[src/rtl/cpu_control_sequencer.sv]
// Hardwired T-state control unit for the bus-based CPU datapath; outputs are pure decodes of state and opcode.
// Latency: fetch 3 cycles, ALU/imm/ldi 6, ld/st 8; T1, ld T6 and st T7 stall while mem_ready is low.
module cpu_control_sequencer #(
   parameter logic [4:0] ALU_ADD = 5'b00011,
   parameter logic [4:0] ALU_AND = 5'b00101,
   parameter logic [4:0] ALU_OR  = 5'b00110
) (
   input  logic        clk,
   input  logic        clr,
   input  logic [31:0] ir,
   input  logic        mem_ready,
   output logic        pc_out,
   output logic        pc_in,
   output logic        inc_pc,
   output logic        ir_in,
   output logic        y_in,
   output logic        z_in,
   output logic        mar_in,
   output logic        mdr_in,
   output logic        zlow_out,
   output logic        mdr_out,
   output logic        c_out,
   output logic        gra,
   output logic        grb,
   output logic        grc,
   output logic        r_in,
   output logic        r_out,
   output logic        ba_out,
   output logic        read,
   output logic        write,
   output logic [4:0]  alu_select,
   output logic        run,
   output logic        illegal
);

   typedef enum logic [3:0] {IDLE, T0, T1, T2, T3, T4, T5, T6, T7, HALT} state_t;

   state_t     state, state_nxt;
   logic [4:0] opcode;
   logic       op_ld, op_ldi, op_st, op_alu, op_imm, op_nop, op_halt;
   logic       op_mem, op_addr, op_illegal;
   logic [4:0] imm_alu;
   logic       unused_ir;

   assign opcode     = ir[31:27];
   assign unused_ir  = ^ir[26:0];
   assign op_ld      = (opcode == 5'h00);
   assign op_ldi     = (opcode == 5'h01);
   assign op_st      = (opcode == 5'h02);
   assign op_alu     = (opcode >= 5'h03) && (opcode <= 5'h0B);
   assign op_imm     = (opcode >= 5'h0C) && (opcode <= 5'h0E);
   assign op_nop     = (opcode == 5'h1E);
   assign op_halt    = (opcode == 5'h1F);
   assign op_mem     = op_ld | op_st;
   assign op_addr    = op_ld | op_ldi | op_st;
   assign op_illegal = !(op_addr | op_alu | op_imm | op_nop | op_halt);

   always_comb begin
      imm_alu = ALU_ADD;
      case (opcode)
         5'h0D:   imm_alu = ALU_AND;
         5'h0E:   imm_alu = ALU_OR;
         default: imm_alu = ALU_ADD;
      endcase
   end

   always_ff @(posedge clk) begin
      if (clr) state <= IDLE;
      else     state <= state_nxt;
   end

   always_comb begin
      state_nxt  = state;
      pc_out     = 1'b0;
      pc_in      = 1'b0;
      inc_pc     = 1'b0;
      ir_in      = 1'b0;
      y_in       = 1'b0;
      z_in       = 1'b0;
      mar_in     = 1'b0;
      mdr_in     = 1'b0;
      zlow_out   = 1'b0;
      mdr_out    = 1'b0;
      c_out      = 1'b0;
      gra        = 1'b0;
      grb        = 1'b0;
      grc        = 1'b0;
      r_in       = 1'b0;
      r_out      = 1'b0;
      ba_out     = 1'b0;
      read       = 1'b0;
      write      = 1'b0;
      alu_select = ALU_ADD;
      run        = 1'b0;
      illegal    = 1'b0;
      case (state)
         IDLE: state_nxt = T0;
         T0: begin
            run = 1'b1; pc_out = 1'b1; mar_in = 1'b1; inc_pc = 1'b1; z_in = 1'b1;
            state_nxt = T1;
         end
         T1: begin
            run = 1'b1; zlow_out = 1'b1; read = 1'b1; mdr_in = 1'b1;
            // PC takes the incremented value only once the fetch completes
            if (mem_ready) begin
               pc_in     = 1'b1;
               state_nxt = T2;
            end
         end
         T2: begin
            run = 1'b1; mdr_out = 1'b1; ir_in = 1'b1;
            state_nxt = op_nop ? T0 : T3;
         end
         T3: begin
            run = 1'b1;
            if (op_alu || op_imm) begin
               grb = 1'b1; r_out = 1'b1; y_in = 1'b1;
               state_nxt = T4;
            end else if (op_addr) begin
               grb = 1'b1; ba_out = 1'b1; y_in = 1'b1;
               state_nxt = T4;
            end else if (op_halt) begin
               state_nxt = HALT;
            end else begin
               illegal   = op_illegal;
               state_nxt = T0;
            end
         end
         T4: begin
            run = 1'b1; z_in = 1'b1;
            if (op_alu) begin
               grc = 1'b1; r_out = 1'b1; alu_select = opcode;
            end else begin
               c_out = 1'b1;
               if (op_imm) alu_select = imm_alu;
            end
            state_nxt = T5;
         end
         T5: begin
            run = 1'b1; zlow_out = 1'b1;
            if (op_mem) begin
               mar_in    = 1'b1;
               state_nxt = T6;
            end else begin
               gra = 1'b1; r_in = 1'b1;
               state_nxt = T0;
            end
         end
         T6: begin
            run = 1'b1; mdr_in = 1'b1;
            if (op_ld) begin
               read = 1'b1;
               if (mem_ready) state_nxt = T7;
            end else begin
               gra = 1'b1; r_out = 1'b1;
               state_nxt = T7;
            end
         end
         T7: begin
            run = 1'b1;
            if (op_ld) begin
               mdr_out = 1'b1; gra = 1'b1; r_in = 1'b1;
               state_nxt = T0;
            end else begin
               write = 1'b1;
               if (mem_ready) state_nxt = T0;
            end
         end
         HALT:    state_nxt = HALT;
         default: state_nxt = IDLE;
      endcase
   end

endmodule

[config.mk]
export PLATFORM = sky130hd
export DESIGN_NAME = cpu_control_sequencer
export DESIGN_NICKNAME = d
export VERILOG_FILES = /design/src/rtl/cpu_control_sequencer.sv
export SDC_FILE = /design/constraint.sdc
export NUM_CORES = 1
export LEC_CHECK = 0
export CAP_MARGIN = 5
export CORE_UTILIZATION = 32
export DETAILED_ROUTE_END_ITERATION = 7
export GPL_TIMING_DRIVEN = 0
export PLACE_DENSITY = 0.85
export SLEW_MARGIN = 40
export SYNTH_ARGS = -nofsm -noshare
export SYNTH_HDL_FRONTEND = slang
export SYNTH_SLANG_ARGS = --single-unit
[constraint.sdc]
create_clock -name clk -period 2.2 [get_ports clk]
set_clock_uncertainty 0.2 [all_clocks]
set_input_delay 0.33 -clock clk [delete_from_list [all_inputs] [get_ports clk]]
set_output_delay 0.33 -clock clk [all_outputs]
set_load 0.005 [all_outputs]
==> out/results.txt, run 1 <==
Starting Density - 33.9%
Worst setup EP type - primary output
Post-CTS Hold Buffers - 0
Cells after Synth - 114
TritonCTS clock tree - built
first-pass GRT wire length - 4.64 mm
failing checks - setup timing
fin worst setup slack - -0.0217 ns
final slew viol count - 0
fraction of registers with async set/reset - 0%
largest net degree at the start of global routing - 11
Top delay family on crit path - buffers and inverters
Die Wd - 50.2 um
# setup viols final - 1
Routed Antenna Nets - 0
CTS clk-pin slew, worst paths - 0.04 ns
Synth area leader - dfxtp_1
CTS Sinks - 4
Post-synth EDFFs - 0
Worst Path Arrival - 1.69 ns
Cell Count, Final, Fillers Out - 199
I/O Pins - 61
Startpoint Class - flop
Area contributors post-synth - dfxtp_1 11%, nor2_1 8.1%, nand2_1 6.1%, a21oi_1 4.7%, nor3_1 4.0%
initial antenna violation count - 0
TritonCTS buffer count - 3
finished layout cell area - 0.00147 mm2
Root Buffer - clkbuf_4
Iter 0 DRT Violations - 65
simple-gate portion of the synthesized area - 51.4%
Clock H-tree levels - 1
part of the cycle the worst path needs - 101%
outcome - finished with violations
largest family of logic cells by synthesized area - simple AND/OR/NAND/NOR gates
top_reg_cell synth - dfxtp_1
Synth Area in Adders - 0%
biggest regs - state x4
WL/cell - 16.8 um
number of global-route vias before repair - 991
Critical-path top delay cell - clkdlybuf4s50_1
Synth Area in XOR/XNOR - 2.36%
dpl cells - 170
RSZ-0062 raised after global routing - yes
final WL - 3.35 mm
antenna diode count - 0
grt total ovfl - 0
Via Count - 1155
Overall Power - 0.000436 W
Synth Register Bits - 4
Crit Path Max Fanout - 8
Required @ worst endpoint - 1.67 ns
Via density - 5.80
Vert. Die Dim - 50.2 um
core area - 0.00219 mm2
Max Clk Rate - 0.450 GHz
critical path, cell by cell - clkbuf_8 -> buf_8 -> nor3_4 -> xnor2_1 -> clkdlybuf4s50_1
first-pass iteration count of the detailed router - 4
layout cell share with drive strength beyond 1 - 45.6%
hold violation count in the final report - 0
Biggest register - state
Cell Area, Synth - 742 um2
Synth Area in Compound Gates - 19.9%
DRC Markers - 0
dpl ws - -0.630 ns
maximum VDD drop - 0.000359 V
Mapped Nets - 149
CP Buf/Inv Count - 3
worst min-delay path class - primary input to flop
max reg flops - 4
per-instance average area after synthesis - 6.51 um2
Yosys top cell area share - 10.8%
Power Density - 298 mW/mm2
Seq/Total Area, Yosys - 10.8%
DP Area - 0.00106 mm2
Critical Path Max Stage Delay - 0.53 ns
GRT Total Usage - 23.7%
Yosys cell types - 41
Final min period - 2.22 ns
Layout area overhead - 97.6%
Crit Path Category - flop to primary output
Skew-Pair Late Insertion Delay - 0.24 ns
P_leak - 0.690 nW
Post-layout nets - 208
Syn. warnings - 0
post-detail-place hpwl - 1.74 mm
Final GP Congestion - 0.852
row cnt - 17
Longest Clk Path Bufs - 2
PortBufs - 28
Max-Cap Viols - 0
mux cell area share after synthesis - 0%
die area - 0.00252 mm2
## tightest hold or removal path, cell delays in order
cell and delay [ns]:
buf_6 0.12, a41oi_1 0.13, o32ai_1 0.11
## power breakdown
group | leakage (nW) | switching, W | internal [W]
sequential | 0.0352 | 0.0000101 | 0.0000769
combinational | 0.641 | 0.000125 | 0.000133
clock | 0.0138 | 0.0000303 | 0.0000610
total | 0.690 | 0.000165 | 0.000271
## metal layers
layer / GRT usage, % / vias up / share of wire, % / wire, um
li1: - / 521 / - / -
met1: 31.1 / 536 / 42 / 1400
met3: 4.55 / 11 / 10 / 343
met2: 38.2 / 87 / 45 / 1510
met4: 8.10 / 0 / 2.9 / 96
met5: 0 / - / 0 / 0
## cell usage after synthesis (2+ instances only)
library cell and count:
nand3_1 4, a41oi_1 2, dfxtp_1 4, xnor2_1 2, nor4_1 3, nor2b_1 4
clkbuf_1 5, a21oi_1 7, buf_2 5, nand3b_1 2, inv_1 4, nand4_1 2
nand2b_1 4, buf_6 2, or3b_1 2, nor3_1 6, nor2_1 16, or4_1 3
nand2_1 12, buf_4 4
## cells by family after synthesis
logic type	after synthesis
AO/OA/AOI/OAI	20
flip-flops	4
AND/OR/NAND/NOR	67
buffers and inverters	20
XOR/XNOR	2
other	1
## final timing paths
| kind | startpoint | slack, ns | depth (start not counted) | to |
|---|---|---|---|---|
| max | state[0] | -0.02 | 5 | run |
| min | ir[31] | 0.31 | 3 | state[0] |
| max reg2reg | state[0] | 0.34 | 7 | state[3] |
| min reg2reg | state[3] | 0.50 | 3 | state[1] |
## placed cells by master (no fill, tap or decap), types with 4 or more instances in the layout
cell type and instances:
clkdlybuf4s50_1 9, nand2_1 12, inv_1 4, nor2_1 13
dlymetal6s2s_1 6, buf_4 32, nor3_4 4, a21oi_1 7
dlygate4sd2_1 6, clkbuf_2 4
## metrics by stage
step           setup TNS [ns]  hold WS [ns]  util [%]
6_report              -0.0217         0.310      66.9
5_1_grt                -0.140         0.349      66.9
4_1_cts               -0.0967         0.301      59.5
3_5_place_dp            -6.01         0.531      48.3
3_3_place_gp            -5.79         0.501      48.3
2_1_floorplan               0         0.199         -
## final cells by class
class                      instances  area (um2)
clock buffer                       3        22.5
tap                               28        35.0
buffer                            12         130
multi-input combinational         90         673
timing repair buffer              58         498
sequential                         4        92.6
fill                             165         724
inverter                           4        15.0
## what timing repair did
action | CTS | global route
gates resized for setup | 59 | 24
pin swaps | 5 | 3
cloned | 0 | 0
endpoints found under the setup margin | 25 | 16
setup buffers | 15 | 15
Note: power is estimated with default switching activity, not from simulation.
==> inputs of run 2 (changes only) <==
--- a/config.mk
+++ b/config.mk
@@ -6,6 +6,7 @@
 export NUM_CORES = 1
 export LEC_CHECK = 0
 export CAP_MARGIN = 5
+export CORE_MARGIN = 2
 export CORE_UTILIZATION = 32
 export DETAILED_ROUTE_END_ITERATION = 7
 export GPL_TIMING_DRIVEN = 0
==> run 2 against run 1 <==
Effect of this change:
- the flow now finishes without violations
- maximum frequency rose by 1.9%
- final cell count fell by 4.5%
- non-clock buffer count fell by 9
- wire length fell by 10%
- flip-flop and latch count did not move
- sequential power rose by 2%
- die area rose by 8.1%
- via count fell by 5.9%
- total power fell by 6.8%
==> out/results.txt, run 2 (synthesis gave the netlist of run 1 again) <==
outcome - finished, final reports clean (was finished with violations)
I/O Pins - 61 (unchanged)
CTS clk-pin slew, worst paths - 0.03 ns (was 0.04 ns)
biggest regs - state x4 (unchanged)
register area - 92.6 um2 (unchanged)
largest net degree at the start of global routing - 11 (unchanged)
Crit Path Max Fanout - 10 (was 8)
Layout area overhead - 85.3% (was 97.6%)
CTS Sinks - 4 (unchanged)
Required @ worst endpoint - 1.67 ns (about the same)
Startpoint Class - primary input (was flop)
Via density - 5.72 (was 5.80)
grt total ovfl - 0 (unchanged)
core area - 0.00221 mm2 (was 0.00219 mm2)
TritonCTS clock tree - built (unchanged)
TritonCTS buffer count - 3 (unchanged)
Cell Count, Final, Fillers Out - 190 (was 199)
Max Clk Rate - 0.459 GHz (was 0.450 GHz)
Vert. Die Dim - 52.2 um (was 50.2 um)
number of global-route vias before repair - 990 (was 991)
Max-Cap Viols - 0 (unchanged)
Skew-Pair Late Insertion Delay - 0.23 ns (was 0.24 ns)
P_leak - 0.633 nW (was 0.690 nW)
Final min period - 2.18 ns (was 2.22 ns)
Overall Power - 0.000407 W (was 0.000436 W)
Layout fillers - 183 (was 165)
Clock H-tree levels - 1 (unchanged)
Longest Clk Path Bufs - 2 (unchanged)
row cnt - 17 (unchanged)
Hold Path Cell Cnt - 3 (unchanged)
post-detail-place hpwl - 1.83 mm (was 1.74 mm)
Crit Path Category - primary input to primary output (was flop to primary output)
Post-layout nets - 199 (was 208)
Via Count - 1087 (was 1155)
Power Density - 296 mW/mm2 (was 298 mW/mm2)
most frequent cells in the layout - 21 x buf_4, 13 x nor2_1, 13 x dlygate4sd2_1 (was 32 x buf_4, 13 x nor2_1, 12 x nand2_1)
final slew viol count - 0 (unchanged)
Die Wd - 52.2 um (was 50.2 um)
most common cell after layout, fill and taps aside - buf_4 (unchanged)
# setup viols final - 0 (was 1)
antenna diode count - 0 (unchanged)
Routed Antenna Nets - 0 (unchanged)
layout cell share with drive strength beyond 1 - 43.2% (was 45.6%)
Iter 0 DRT Violations - 36 (was 65)
max reg flops - 4 (unchanged)
Worst setup EP type - primary output (unchanged)
first-pass iteration count of the detailed router - 4 (unchanged)
DRC Markers - 0 (unchanged)
Final GP Congestion - 0.890 (was 0.852)
Biggest register - state (unchanged)
maximum VDD drop - 0.000284 V (was 0.000359 V)
first-pass GRT wire length - 4.64 mm (unchanged)
Root Buffer - clkbuf_4 (unchanged)
PortBufs - 28 (unchanged)
GRT Total Usage - 22.9% (was 23.7%)
Starting Density - 33.5% (was 33.9%)
die area - 0.00272 mm2 (was 0.00252 mm2)
worst min-delay path class - primary input to flop (unchanged)
final WL - 3.02 mm (was 3.35 mm)
part of the cycle the worst path needs - 99.1% (was 101%)
initial antenna violation count - 0 (unchanged)
Worst Path Arrival - 1.65 ns (was 1.69 ns)
WL/cell - 15.9 um (was 16.8 um)
FF-to-FF path depth - 6 (was 7)
Final Util - 62.2% (was 66.9%)
Post-CTS Hold Buffers - 0 (unchanged)
multi-input logic area - 668 um2 (was 673 um2)
dpl cells - 170 (unchanged)
hold violation count in the final report - 0 (unchanged)
-- run 2: cell types whose count changed in the layout (fill, tap and decap cells not counted), moves of 2 or more --
| cell | previous run | this run |
|---|---|---|
| clkdlybuf4s50_1 | 9 | 4 |
| buf_4 | 32 | 21 |
| dlymetal6s2s_1 | 6 | 4 |
| dlygate4sd2_1 | 6 | 13 |
-- run 2: stage by stage --
step	instance area (um2)	TNS, ns	hold slack, ns	setup slack (ns)
2_1_floorplan	742	0	0.199	0.236
3_3_place_gp	1060	-5.73	0.503	-0.639
3_5_place_dp	1060	-6.52	0.500	-0.780
4_1_cts	1290	-0.0236	0.307	-0.0118
5_1_grt	1380	-0.0632	0.324	-0.0277
6_report	1380	0	0.299	0.0195
-- run 2: critical path, stage by stage --
cell	delay (ns)
clkdlybuf4s15_2	0.25
buf_8	0.16
nand4_1	0.16
nor2_1	0.13
a21oi_1	0.07
nor4b_2	0.28
dlygate4sd2_1	0.27
-- run 2: metal layers --
metal	up-vias	routed length, um	global-route usage (%)
met5	-	0	0
met4	0	76	8.55
met3	8	232	4.89
met2	61	1540	40.9
met1	514	1160	26.5
li1	504	-	-
-- run 2: final cells by class --
type | instances | area share, %
buffer | 13 | 10.3
tap | 28 | 2.55
multi-input combinational | 90 | 48.6
clock buffer | 3 | 1.64
sequential | 4 | 6.73
timing repair buffer | 48 | 29.1
inverter | 4 | 1.09
-- run 2: power by group --
group / internal [W] / switching [W]
registers: 0.0000770 / 0.0000119
clock network: 0.0000608 / 0.0000265
logic: 0.000117 / 0.000113
-- run 2: worst paths after layout --
path | from | to | slack (ns)
hold reg to reg | state[3] | state[1] | 0.48
setup / recovery | ir[28] | illegal | 0.02
setup reg to reg | state[0] | state[0] | 0.28
hold / removal | ir[31] | state[0] | 0.30
-- run 2: timing repair --
item | in CTS | in global routing
pin swaps | 8 | 7
resized for setup | 68 | 22
setup buffers | 14 | 6
setup endpoints to repair | 25 | 14
==> inputs of run 3 (changes only) <==
--- a/config.mk
+++ b/config.mk
@@ -6,11 +6,10 @@
 export NUM_CORES = 1
 export LEC_CHECK = 0
 export CAP_MARGIN = 5
-export CORE_MARGIN = 2
-export CORE_UTILIZATION = 32
+export CORE_UTILIZATION = 29
 export DETAILED_ROUTE_END_ITERATION = 7
 export GPL_TIMING_DRIVEN = 0
-export PLACE_DENSITY = 0.85
+export PLACE_DENSITY = 0.81
 export SLEW_MARGIN = 40
 export SYNTH_ARGS = -nofsm -noshare
 export SYNTH_HDL_FRONTEND = slang
==> constraint.sdc (replaced) <==
create_clock -name clk -period 1.9 [get_ports clk]
set_clock_uncertainty 0.2 [all_clocks]
set_input_delay 0.285 -clock clk [delete_from_list [all_inputs] [get_ports clk]]
set_output_delay 0.285 -clock clk [all_outputs]
set_load 0.005 [all_outputs]
==> run 3 against run 2 <==
Effect of this change:
- the flow now finishes with violations (setup timing)
- combinational power rose by 51%
- largest cell class unchanged
- die area increased by 1.7%
- register-to-register slack lost 0.27 ns
==> out/results.txt, run 3 (synthesis gave the netlist of run 1 again) <==
most frequent cells in the layout - 34 x buf_4, 14 x buf_2, 12 x buf_6, 12 x nor2_1, 8 x nand2_1 (was 21 x buf_4, 13 x nor2_1, 13 x dlygate4sd2_1)
TritonCTS clock tree - built (unchanged)
# setup viols final - 12 (was 0)
Via density - 5.89 (was 5.72)
Final GP Congestion - 0.860 (was 0.890)
largest net degree at the start of global routing - 11 (unchanged)
layout cell share with drive strength beyond 1 - 63.3% (was 43.2%)
DRC Markers - 0 (unchanged)
antenna diode count - 0 (unchanged)
Met1 Wirelength - 1.64 mm (was 1.16 mm)
Vert. Die Dim - 52.6 um (was 52.2 um)
Biggest register - state (unchanged)
fin worst setup slack - -0.214 ns (was 0.0195 ns)
part of the cycle the worst path needs - 111%
biggest regs - state x4 (unchanged)
grt total ovfl - 0 (unchanged)
r2r endpoint - state[1] (was state[0])
failing checks - setup timing
RSZ-0062 raised after global routing - yes
hold_sp - ir[29] (was ir[31])
PortBufs - 28 (unchanged)
die area - 0.00276 mm2 (was 0.00272 mm2)
Hold Crit Endpoint - state[2] (was state[0])
Final min period - 2.11 ns
Layout area overhead - 113% (was 85.3%)
Layout fillers - 152 (was 183)
Worst setup EP type - primary output (unchanged)
maximum VDD drop - 0.000303 V (was 0.000284 V)
I/O Pins - 61 (unchanged)
Critical-path top delay cell - or3b_4 (was nor4b_2)
Longest Clk Path Bufs - 2 (unchanged)
FF-to-FF path depth - 6 (unchanged)
Max-Cap Viols - 0 (unchanged)
Post-layout nets - 217 (was 199)
initial antenna violation count - 0 (unchanged)
final WL - 4.12 mm (was 3.02 mm)
Skew-Pair Late Insertion Delay - 0.23 ns (about the same)
Post-CTS Hold Buffers - 0 (unchanged)
Critical Path Max Stage Delay - 0.42 ns (was 0.28 ns)
TritonCTS buffer count - 3 (unchanged)
Crit Path Category - flop to primary output (was primary input to primary output)
first-pass iteration count of the detailed router - 4 (unchanged)
Root Buffer - clkbuf_4 (unchanged)
Crit Path Max Fanout - 4 (was 10)
final slew viol count - 0 (unchanged)
Clock H-tree levels - 1 (unchanged)
Routed Antenna Nets - 0 (unchanged)
Via Count - 1226 (was 1087)
Worst Path Arrival - 1.63 ns (was 1.65 ns)
CTS Sinks - 4 (unchanged)
row cnt - 17 (unchanged)
met2 WL post-DR - 1.93 mm (was 1.54 mm)
WL met3 - 380 um (was 232 um)
critical path, cell by cell - buf_8 -> buf_6 -> or3b_4 -> nor3_2 -> a21oi_1 -> nor2_1 -> buf_2 (was clkdlybuf4s15_2 -> buf_8 -> nand4_1 -> nor2_1 -> a21oi_1 -> nor4b_2 -> dlygate4sd2_1)
Required @ worst endpoint - 1.41 ns (was 1.67 ns)
first-pass GRT wire length - 5.65 mm (was 4.64 mm)
CTS clk-pin slew, worst paths - 0.04 ns (was 0.03 ns)
WL/cell - 19.8 um (was 15.9 um)
final hold slack - 0.365 ns (was 0.299 ns)
worst min-delay path class - primary input to flop (unchanged)
Startpoint Class - flop (was primary input)
Iter 0 DRT Violations - 81 (was 36)
Cell Count, Final, Fillers Out - 208 (was 190)
Max Clk Rate - 0.473 GHz
reg2reg start - state[2] (was state[0])
dpl cells - 170 (unchanged)
most common cell after layout, fill and taps aside - buf_4 (unchanged)
CP Buf/Inv Count - 3 (unchanged)
r2r setup slk - 0.01 ns (was 0.28 ns)
outcome - finished with violations (was finished, final reports clean)
Die Wd - 52.6 um (was 52.2 um)
Power Density - 354 mW/mm2 (was 296 mW/mm2)
Top delay family on crit path - simple AND/OR/NAND/NOR gates (was buffers and inverters)
post-detail-place hpwl - 1.87 mm (was 1.83 mm)
top layer in use - met4 (unchanged)
number of global-route vias before repair - 1147 (was 990)
GRT Total Usage - 28.2% (was 22.9%)
max reg flops - 4 (unchanged)
Hold Path Cell Cnt - 5 (was 3)
hold violation count in the final report - 0 (unchanged)
core area - 0.00232 mm2 (was 0.00221 mm2)
P_leak - 0.697 nW (was 0.633 nW)
Starting Density - 32.0% (was 33.5%)
## run 3: changes by cell type in the layout (fill, tap and decap cells not counted), sizes merged
cell and change:
clkbuf -1, clkdlybuf4s50 -3, buf +32, dlygate4sd2 -7, dlymetal6s2s -4, clkdlybuf4s15 +1
## run 3: how the worst max path moves through the flow
| stage | slack [ns] | start | cells past startpoint | end |
|---|---|---|---|---|
| after floorplan | 0.03 | ir[30] | 6 | mdr_out |
| after global placement | -0.86 | ir[28] | 7 | illegal |
| after detailed placement | -0.87 | ir[28] | 7 | illegal |
| after CTS | -0.23 | state[0] | 7 | mdr_out |
| after global routing | -0.26 | state[0] | 5 | write |
| final | -0.21 | state[0] | 7 | mdr_out |
## run 3: power by group
group / leakage, nW / internal (W) / switching (W)
Sequential: 0.0352 / 0.0000890 / 0.0000150
Clock: 0.0138 / 0.0000708 / 0.0000365
Combinational: 0.648 / 0.000175 / 0.000174
## run 3: cell type report
cell class | count | area [um2] | share of cell area, %
flip-flops and latches | 4 | 92.6 | 5.85
multi-input cells | 90 | 751 | 47.4
well taps | 28 | 35.0 | 2.21
plain buffers | 12 | 146 | 9.24
clock buffers | 3 | 22.5 | 1.42
repair buffers | 67 | 522 | 32.9
inverters | 4 | 15.0 | 0.948
## run 3: layer usage
| metal | up-vias | track usage (%) |
|---|---|---|
| met5 | - | 0 |
| met2 | 81 | 48.1 |
| li1 | 536 | - |
| met1 | 589 | 33.7 |
| met4 | 0 | 13.6 |
| met3 | 20 | 4.64 |
## run 3: timing repair
item                       in CTS  in global routing
setup buffers                  24                 16
setup endpoints to repair      26                 23
gates cloned                    0                  0
pin swaps                      17                 17
resized for setup             123                 40
## run 3: per-stage QoR
stage                     TNS (ns)  total power, W  area, um2  setup WS [ns]  util, %
final                        -1.33        0.000560       1580         -0.214     68.3
after global routing         -2.07        0.000586       1580         -0.263     68.3
after CTS                   -0.712        0.000500       1440         -0.234     62.2
after detailed placement    -12.71        0.000306       1060         -0.871     45.6
after global placement      -11.59        0.000298       1060         -0.859     45.6
after floorplan                  0        0.000218        742         0.0257        -
## run 3: worst min-delay path: stages
cell and delay (ns):
buf_6 0.12, nor4_4 0.06, nand3_2 0.08, a31o_1 0.14, a21oi_1 0.06
